--- config.mk ---
export PLATFORM = sky130hd
export DESIGN_NAME = pt2272_word_assembler
export DESIGN_NICKNAME = d
export VERILOG_FILES = /design/src/rtl/pt2272_pkg.sv /design/src/rtl/pt2272_idle_timer.sv /design/src/rtl/pt2272_word_assembler.sv
export SDC_FILE = /design/constraint.sdc
export NUM_CORES = 1
export LEC_CHECK = 0
export BUFFER_PORTS_ARGS = -buffer_cell sky130_fd_sc_hd__buf_2
export CORE_MARGIN = 8
export CORE_UTILIZATION = 50
export CTS_CLUSTER_DIAMETER = 150
export DETAILED_ROUTE_END_ITERATION = 10
export HOLD_SLACK_MARGIN = 0.15
export PLACE_DENSITY = 0.69
export SYNTH_ARGS = -nofsm -noshare
export SYNTH_HDL_FRONTEND = slang
export SYNTH_SLANG_ARGS = --single-unit
export TNS_END_PERCENT = 5
--- constraint.sdc ---
create_clock -name osc_clk -period 2.2 [get_ports osc_clk]
set_input_delay 0.11 -clock osc_clk [delete_from_list [all_inputs] [get_ports osc_clk]]
set_output_delay 0.11 -clock osc_clk [all_outputs]
set_load 0.01 [all_outputs]
--- src/rtl/pt2272_pkg.sv ---
// PT2272 shared types: symbol codes and word assembler state.
// Default geometry and counter widths used by the assembler.
package pt2272_pkg;

    typedef enum logic [1:0] {
        SYM_0    = 2'b00,
        SYM_SYNC = 2'b01,
        SYM_F    = 2'b10,
        SYM_1    = 2'b11
    } sym_t;

    typedef enum logic [1:0] {
        HUNT,
        COLLECT,
        EXPECT_SYNC
    } asm_state_t;

    localparam int N_ADDR_DFLT  = 8;
    localparam int N_DATA_DFLT  = 4;
    localparam int REPEAT_DFLT  = 2;
    localparam int TIMEOUT_DFLT = 1024;

    localparam int N_WORD      = N_ADDR_DFLT + N_DATA_DFLT;
    localparam int SYM_CNT_W   = $clog2(N_WORD + 1);
    localparam int MATCH_CNT_W = $clog2(REPEAT_DFLT + 1);
    localparam int IDLE_CNT_W  = $clog2(TIMEOUT_DFLT);

endpackage

--- src/rtl/pt2272_idle_timer.sv ---
// Idle timer: counts cycles since the last symbol strobe.
// Holds at TIMEOUT-1, so expired stays high until cleared.
module pt2272_idle_timer
    import pt2272_pkg::*;
#(
    parameter int TIMEOUT = TIMEOUT_DFLT,
    localparam int W = $clog2(TIMEOUT)
) (
    input  logic osc_clk,
    input  logic reset,
    input  logic clear,
    output logic expired
);

    localparam logic [W-1:0] LAST = W'(TIMEOUT - 1);

    logic [W-1:0] idle_cnt_q;
    logic [W-1:0] idle_cnt_d;

    // next count: clear on strobe, saturate at the last value
    always_comb begin
        idle_cnt_d = idle_cnt_q;
        if (clear) begin
            idle_cnt_d = '0;
        end else if (idle_cnt_q != LAST) begin
            idle_cnt_d = idle_cnt_q + W'(1);
        end
    end

    // counter register
    always_ff @(posedge osc_clk or posedge reset) begin
        if (reset) begin
            idle_cnt_q <= '0;
        end else begin
            idle_cnt_q <= idle_cnt_d;
        end
    end

    assign expired = (idle_cnt_q == LAST);

endmodule

--- src/rtl/pt2272_word_assembler.sv ---
// PT2272 word assembler: frames symbols into words, checks
// address, and latches data after REPEAT identical words.
module pt2272_word_assembler
    import pt2272_pkg::*;
#(
    parameter int N_ADDR  = N_ADDR_DFLT,
    parameter int N_DATA  = N_DATA_DFLT,
    parameter int REPEAT  = REPEAT_DFLT,
    parameter int TIMEOUT = TIMEOUT_DFLT
) (
    input  logic                  osc_clk,
    input  logic                  reset,
    input  logic                  sym_valid,
    input  logic [1:0]            sym_code,
    input  logic [2*N_ADDR-1:0]   addr_i,
    output logic [N_DATA-1:0]     D,
    output logic                  dv,
    output logic                  vt,
    output logic                  word_err
);

    localparam int NW  = N_ADDR + N_DATA;
    localparam int SCW = $clog2(NW + 1);
    localparam int MCW = $clog2(REPEAT + 1);

    localparam logic [SCW-1:0] LAST_IDX  = SCW'(NW - 1);
    localparam logic [MCW-1:0] MATCH_MAX = MCW'(REPEAT);

    asm_state_t        state_q, state_d;
    logic [SCW-1:0]    sym_cnt_q, sym_cnt_d;
    logic [2*NW-1:0]   store_q, store_d;
    logic [MCW-1:0]    match_cnt_q, match_cnt_d;
    logic [N_DATA-1:0] prev_data_q, prev_data_d;
    logic [N_DATA-1:0] d_q, d_d;
    logic              dv_q, dv_d;
    logic              vt_q, vt_d;
    logic              word_err_q, word_err_d;

    logic              expired;
    logic [N_DATA-1:0] word_data;
    logic              data_ok;
    logic              addr_ok;
    logic              fresh;
    sym_t              sym;

    pt2272_idle_timer #(
        .TIMEOUT (TIMEOUT)
    ) u_idle_timer (
        .osc_clk (osc_clk),
        .reset   (reset),
        .clear   (sym_valid),
        .expired (expired)
    );

    assign sym = sym_t'(sym_code);

    // decode the stored word: data bits, data legality, address match
    always_comb begin
        word_data = '0;
        data_ok   = 1'b1;
        for (int j = 0; j < N_DATA; j++) begin
            word_data[j] = store_q[2*(N_ADDR+j)+1];
            if (store_q[2*(N_ADDR+j)+1] != store_q[2*(N_ADDR+j)]) begin
                data_ok = 1'b0;
            end
        end
        addr_ok = (store_q[2*N_ADDR-1:0] == addr_i);
    end

    // framing FSM, symbol store and repeat matching
    always_comb begin
        state_d     = state_q;
        sym_cnt_d   = sym_cnt_q;
        store_d     = store_q;
        match_cnt_d = match_cnt_q;
        prev_data_d = prev_data_q;
        d_d         = d_q;
        dv_d        = 1'b0;
        vt_d        = vt_q;
        word_err_d  = 1'b0;
        fresh       = 1'b0;
        if (sym_valid) begin
            unique case (state_q)
                HUNT: begin
                    if (sym == SYM_SYNC) begin
                        state_d   = COLLECT;
                        sym_cnt_d = '0;
                    end
                end
                COLLECT: begin
                    if (sym == SYM_SYNC) begin
                        word_err_d  = 1'b1;
                        match_cnt_d = '0;
                        vt_d        = 1'b0;
                        sym_cnt_d   = '0;
                    end else begin
                        for (int k = 0; k < NW; k++) begin
                            if (int'(sym_cnt_q) == k) begin
                                store_d[2*k +: 2] = sym_code;
                            end
                        end
                        sym_cnt_d = sym_cnt_q + SCW'(1);
                        if (sym_cnt_q == LAST_IDX) begin
                            state_d = EXPECT_SYNC;
                        end
                    end
                end
                EXPECT_SYNC: begin
                    if (sym == SYM_SYNC) begin
                        state_d   = COLLECT;
                        sym_cnt_d = '0;
                        if (!(addr_ok && data_ok)) begin
                            word_err_d  = 1'b1;
                            match_cnt_d = '0;
                            vt_d        = 1'b0;
                        end else begin
                            if (word_data == prev_data_q &&
                                match_cnt_q != '0) begin
                                if (match_cnt_q != MATCH_MAX) begin
                                    match_cnt_d = match_cnt_q + MCW'(1);
                                end
                            end else begin
                                fresh       = 1'b1;
                                prev_data_d = word_data;
                                match_cnt_d = MCW'(1);
                                vt_d        = 1'b0;
                            end
                            if (match_cnt_d == MATCH_MAX &&
                                (fresh || match_cnt_q != MATCH_MAX)) begin
                                d_d  = word_data;
                                dv_d = 1'b1;
                                vt_d = 1'b1;
                            end
                        end
                    end else begin
                        word_err_d  = 1'b1;
                        match_cnt_d = '0;
                        vt_d        = 1'b0;
                        state_d     = HUNT;
                    end
                end
                default: state_d = HUNT;
            endcase
        end else if (expired) begin
            state_d     = HUNT;
            match_cnt_d = '0;
            vt_d        = 1'b0;
        end
    end

    // state and output registers
    always_ff @(posedge osc_clk or posedge reset) begin
        if (reset) begin
            state_q     <= HUNT;
            sym_cnt_q   <= '0;
            store_q     <= '0;
            match_cnt_q <= '0;
            prev_data_q <= '0;
            d_q         <= '0;
            dv_q        <= 1'b0;
            vt_q        <= 1'b0;
            word_err_q  <= 1'b0;
        end else begin
            state_q     <= state_d;
            sym_cnt_q   <= sym_cnt_d;
            store_q     <= store_d;
            match_cnt_q <= match_cnt_d;
            prev_data_q <= prev_data_d;
            d_q         <= d_d;
            dv_q        <= dv_d;
            vt_q        <= vt_d;
            word_err_q  <= word_err_d;
        end
    end

    assign D        = d_q;
    assign dv       = dv_q;
    assign vt       = vt_q;
    assign word_err = word_err_q;

endmodule

Yosys cells after proc, flatten, opt, wreduce, memory -nomap -nowiden

Index checks and enable logic that the tools add are counted.

Flip-flop bits (word level): 53
Input bits: 21

Bitwise gates (word level): 2
Muxes and demuxes: 50
$add $sub $neg: 3
Reductions and logical operators: 29
Eq/ne operators: 32

Operators with widths:

| cell                                                 | count |
|---|---|
| AND reduction 4 bit                                  | 14 |
| equality test 4 bit (second input constant)          | 9 |
| two-way mux 2 bit                                    | 15 |
| two-way mux 1 bit                                    | 26 |
| two-way mux 10 bit                                   | 2 |
| equality test 16 bit                                 | 1 |
| != test 3 bit (second input constant)                | 4 |
| adder 10 x 1 -> 10 bit (second input constant)       | 1 |
| equality test 10 bit (second input constant)         | 1 |
| != test 10 bit (second input constant)               | 1 |
| AND reduction 5 bit                                  | 2 |
| equality test 4 x 3 -> 1 bit (second input constant) | 2 |
| two-way mux 4 bit                                    | 2 |
| case mux 4 bit (2 select lines)                      | 1 |
| nonzero test 2 bit                                   | 4 |
| != test 6 bit (second input constant)                | 1 |
| case mux 2 bit (3 select lines)                      | 1 |
| AND reduction 3 bit                                  | 2 |
| adder 4 x 1 -> 4 bit (second input constant)         | 1 |
| equality test 2 x 1 -> 1 bit (second input constant) | 2 |
| equality test 2 bit (second input constant)          | 2 |
| equality test 4 x 2 -> 1 bit (second input constant) | 1 |
| equality test 4 bit                                  | 1 |
| logical NOT 4 bit                                    | 1 |
| 12 further kinds                                     | 19 |

Logic depth before layout (Yosys ltp)

Depth in word-level cells: 17
Depth in mapped cells: 7

By module

Synthesis repeated with hierarchy kept, for this count alone.

Cells, all modules: 247
Area, all modules: 2,824.0 µm²

By module, submodules not included:

| module                | seq. area each (µm²) | cells each | area an instance (µm²) | times used |
|---|---|---|---|---|
| pt2272_word_assembler | 1,076.0              | 199        | 2,297.2                | 1 |
| pt2272_idle_timer     | 250.2                | 48         | 526.8                  | 1 |

Worst setup path after synthesis

OpenSTA, ideal clock, no wires.

Path kind: register to register
From: register store_q[19]
To: register prev_data_q[0]
Data required time: 2.075 ns
Cell stages (with the launch flop): 6
Setup time: 0.125 ns
Buffers on the path: 0
Arrival time: 1.776 ns
Setup slack: 0.299 ns
Cell sequence: dfrtp_1 > xor2_1 > nor4_1 > nand4_1 > nor4b_4 > mux2_2

Cells in the longest elaborated chain, start to end: 6

Ends and longest elaborated chain:

| element                         | RTL line                     | text |
|---|---|---|
| start, declared                 | pt2272_word_assembler.sv:31  | `logic [2*NW-1:0] store_q, store_d;` |
| start signal, assigned          | pt2272_word_assembler.sv:166 | `store_q <= store_d;` |
| != test 1 bit                   | pt2272_word_assembler.sv:63  | `if (store_q[2*(N_ADDR+j)+1] != store_q[2*(N_ADDR+j)]) begin` |
| two-way mux 1 bit (3 in a row)  | pt2272_word_assembler.sv:63  |  |
| logical AND 1 bit               | pt2272_word_assembler.sv:112 | `if (!(addr_ok && data_ok)) begin` |
| AND reduction 5 bit (no line) * | -                            |  |
| end signal, assigned            | pt2272_word_assembler.sv:168 | `prev_data_q <= prev_data_d;` |
| end, declared                   | pt2272_word_assembler.sv:33  | `logic [N_DATA-1:0] prev_data_q, prev_data_d;` |

Every way passes the cells marked *; elsewhere a longest branch is shown, timed or not.
A chain may end at the register's enable or synchronous reset.

Worst setup path in the final report

From: register state_q[0]
To: register d_q[2], in the netlist D[2]

Cells in the longest elaborated chain, start to end: 2

Ends and longest elaborated chain:

| element                       | RTL line                     | text |
|---|---|---|
| start, declared               | pt2272_word_assembler.sv:29  | `asm_state_t state_q, state_d;` |
| start signal, assigned        | pt2272_word_assembler.sv:164 | `state_q <= state_d;` |
| equality test 2 bit           | pt2272_word_assembler.sv:83  | `unique case (state_q)` |
| AND reduction 5 bit (no line) | -                            |  |
| end signal, assigned          | pt2272_word_assembler.sv:159 | `d_q <= '0;` |
| end signal, assigned          | pt2272_word_assembler.sv:169 | `d_q <= d_d;` |
| end, declared                 | pt2272_word_assembler.sv:34  | `logic [N_DATA-1:0] d_q, d_d;` |

Every way passes these cells.

==> Flow_metrics.wiki <==
{| class="wikitable"
! Metric !! Value
|-
| Power per Cell Area || 779.1 nW/um^2
|-
| Placed inst area || 3035 um^2
|-
| Synthesized netlist net count || 274
|-
| Arrival time reported for the critical path endpoint || 2.32 ns
|-
| Gate count of the mapped netlist || 241
|-
| CP startpoint kind || register
|-
| Clock tree from TritonCTS || yes
|-
| Final net count || 317
|-
| Type of the most critical hold path || in2reg
|-
| Worst IR Drop VDD || 0.0003910 V
|-
| Commonest cells after routing, fill and taps aside || sky130_fd_sc_hd__dfrtp_1, sky130_fd_sc_hd__mux2_2, sky130_fd_sc_hd__buf_2
|-
| Fmax || 471.6 MHz
|-
| Internal || 1688 uW
|-
| Critical path capture point type || register
|-
| Synthesis warning total || 0
|-
| Area overhead of the layout relative to synthesis || 15.27%
|-
| Buffer depth of the longest clock path || 2
|-
| # clock sinks || 53
|-
| Part of the total power dissipated in sequential elements || 49.9%
|-
| Final Slew Violations || 0
|-
| Leading register cell type out of synthesis || sky130_fd_sc_hd__dfrtp_1
|-
| Switching share of power || 31.75%
|-
| TritonCTS Buffers || 5
|-
| Routability Congestion || 0.7304
|-
| Worst hold slack || 0.2529 ns
|-
| Quantity of I/O buffers inserted on ports || 27
|-
| Sequential-to-total area share from yosys stat || 48.16%
|-
| Die Span X || 90.22 um
|-
| DR vias || 1872
|-
| Final design area excluding fillers || 3174 um^2
|-
| First-pass DRT Iterations || 4
|-
| Synthesized cell area || 2754 um^2
|-
| Post-DP HPWL || 4051 um
|-
| H-Tree Depth || 2
|-
| Number of design-rule violations left by the first detailed-router iteration || 37
|-
| Fraction of the core area covered by cells at the end of the flow || 58.73%
|-
| Full die area || 8139 um^2
|-
| Critical path type || reg2reg
|-
| # Max-Cap Violations || 0
|-
| P_sw || 785.2 uW
|-
| Ratio of final minimum period to clock period || 96.39%
|-
| Number of hold violations in the final report || 0
|-
| Worst Path Required || 2.40 ns
|-
| Fraction of layout instances using a drive strength above 1 || 31.23%
|-
| Most common cell after layout, fill and taps aside || sky130_fd_sc_hd__dfrtp_1
|-
| Run status || finished clean
|-
| EDFF count, synth || 0
|-
| Antenna-violating nets left || 0
|-
| Wire length of the first global-routing pass || 9135 um
|-
| Initial antenna violation count || 0
|-
| GR Overflow Total || 0
|-
| Via count of the first global-routing pass || 1932
|-
| CTS Root Cell || sky130_fd_sc_hd__clkbuf_8
|-
| Post-detailed-route via-to-cell ratio || 5.244
|-
| Die Height || 90.22 um
|-
| Final WL || 5314 um
|-
| Fraction of registers with async set/reset || 100.0%
|-
| Post-layout minimum cycle time || 2.121 ns
|-
| DRC Markers || 0
|-
| Average wire per cell in the routed design || 14.89 um
|-
| Netlist cell types || 41
|-
| Placeable core area || 5405 um^2
|-
| Ports || 28
|-
| Share of power burned in the clock network || 23.1%
|-
| Register clock-pin slew on the reported worst setup and hold paths || 0.10 ns
|-
| Antenna Diode Count || 0
|-
| Number of standard-cell rows in the floorplan || 27
|-
| Average instance area after synthesis || 11.43 um^2
|-
| Finish-stage setup viols || 0
|-
| Clock insertion delay at the later pin of the skew report || 0.31 ns
|-
| Starting utilization of the core area || 50.95%
|-
| Setup skew after layout || 0.008880 ns
|-
| Portion of total power attributed to combinational logic || 27.0%
|-
| Maximum number of pins on one net before global-route repair || 24
|-
| Setup repair after global routing missed its margin || yes
|-
| Relative slew slack || 66.69%
|-
| TNS Setup || 0 ns
|-
| Top fanout value on the critical path || 5
|-
| Lkg Pwr || 0.001611 uW
|-
| Total Routing Usage GR || 13.67%
|-
| Measured slew at the worst slew-check pin || 0.4989 ns
|-
| Pwr Total || 2473 uW
|-
| Register bit count reported by yosys || 53
|}
[power groups by stage]
stage                     Combinational, uW  Sequential, uW  Clock, uW
after floorplan                         490            1230          0
after global placement                  646            1240          0
after detailed placement                660            1250          0
after CTS                               669            1230        597
after global routing                    751            1250        628
final                                   667            1230        572
[kinds of logic after synthesis]
| family | count (synthesis) | synth area share (%) |
|---|---|---|
| adders and majority gates | 12 | 5.452 |
| and+or+nand+nor | 73 | 15.22 |
| muxes | 34 | 13.81 |
| buffers and inverters | 15 | 2.045 |
| AOI/OAI and AO/OA | 26 | 6.406 |
| DFF | 53 | 48.16 |
| xor gates and xnor gates | 28 | 8.905 |
[flip-flops by register name, indices dropped and copies added (netlist names)]
name	flops
state_q	2
word_err	1
u_idle_timer.idle_cnt_q	10
match_cnt_q	2
vt	1
dv	1
sym_cnt_q	4
D	4
store_q	24
prev_data_q	4
[cells in the mapped netlist (2+ instances only)]
cell | count | area (um^2)
sky130_fd_sc_hd__a211oi_1 | 2 | 15.01
sky130_fd_sc_hd__ha_1 | 12 | 150.1
sky130_fd_sc_hd__xnor2_1 | 4 | 35.03
sky130_fd_sc_hd__o21ai_0 | 6 | 30.03
sky130_fd_sc_hd__nand4_1 | 3 | 18.77
sky130_fd_sc_hd__inv_1 | 10 | 37.54
sky130_fd_sc_hd__nor2_1 | 14 | 52.55
sky130_fd_sc_hd__nor2b_1 | 2 | 12.51
sky130_fd_sc_hd__nor3b_1 | 3 | 22.52
sky130_fd_sc_hd__and3_1 | 3 | 18.77
sky130_fd_sc_hd__mux2_2 | 32 | 360.4
sky130_fd_sc_hd__dfrtp_1 | 53 | 1326
sky130_fd_sc_hd__nand3_1 | 4 | 20.02
sky130_fd_sc_hd__clkbuf_1 | 5 | 18.77
sky130_fd_sc_hd__and4_1 | 2 | 17.52
sky130_fd_sc_hd__a22o_1 | 2 | 17.52
sky130_fd_sc_hd__a21oi_1 | 5 | 25.02
sky130_fd_sc_hd__nor3_1 | 2 | 10.01
sky130_fd_sc_hd__xor2_1 | 24 | 210.2
sky130_fd_sc_hd__o31ai_1 | 2 | 15.01
sky130_fd_sc_hd__nor4_1 | 5 | 31.28
sky130_fd_sc_hd__mux2i_1 | 2 | 20.02
sky130_fd_sc_hd__nand2_1 | 23 | 86.33
sky130_fd_sc_hd__nand2b_1 | 2 | 12.51
sky130_fd_sc_hd__a31oi_1 | 3 | 18.77
[path summary, 6_finish.rpt]
path | from | slack, ns | cells after the start | end
max in group asynchronous | reset | 1.20 | 4 | state_q[0]$_DFFE_PP0P_
min reg2reg | match_cnt_q[0]$_DFFE_PP0P_ | 0.49 | 1 | match_cnt_q[0]$_DFFE_PP0P_
min | sym_code[0] | 0.25 | 2 | store_q[10]$_DFFE_PP0P_
max | state_q[0]$_DFFE_PP0P_ | 0.08 | 8 | D[2]$_DFFE_PP0P_
max reg2reg | state_q[0]$_DFFE_PP0P_ | 0.08 | 8 | D[2]$_DFFE_PP0P_
min in group asynchronous | reset | 0.37 | 3 | vt$_DFFE_PP0P_
[cell type report]
class / instances / area [um^2]
clock buffers: 6 / 82.58
well taps: 72 / 90.09
flip-flops and latches: 53 / 1328
repair buffers: 41 / 245.2
fillers: 472 / 2231
clock inverters: 2 / 13.76
inverters: 10 / 37.54
multi-input cells: 173 / 1378
[worst max-delay path, cell delays in order, from the launching register on]
cell,delay (ns)
sky130_fd_sc_hd__dfrtp_2,0.45
sky130_fd_sc_hd__inv_1,0.12
sky130_fd_sc_hd__ha_1,0.18
sky130_fd_sc_hd__nand2_1,0.08
sky130_fd_sc_hd__nor3b_1,0.22
sky130_fd_sc_hd__nand3_1,0.15
sky130_fd_sc_hd__nor4_4,0.29
sky130_fd_sc_hd__buf_4,0.18
sky130_fd_sc_hd__mux2_2,0.34
[through the flow]
stage | setup WS, ns | std cells
after floorplan | 0.2992 | 241
after global placement | 0.04241 | 345
after detailed placement | 0.05430 | 345
after CTS | 0.02347 | 355
after global routing | -0.03066 | 357
final | 0.07934 | 357
[layer usage]
metal	global-route usage, %	up-vias	share of wire, %
met5	0	-	0
met4	4.577	0	1.2
met3	3.159	5	2.7
met2	22.52	24	48
met1	17.20	908	48
li1	-	935	-
[repair_timing]
item | 4_1_cts | 5_1_grt
hold buffers | 2 | 0
hold endpoints to repair | 24 | 0
gates resized for setup | 0 | 2
buffers inserted | 0 | 2
endpoints found under the setup margin | 0 | 8
No activity file was read; power rests on OpenSTA's default activity.
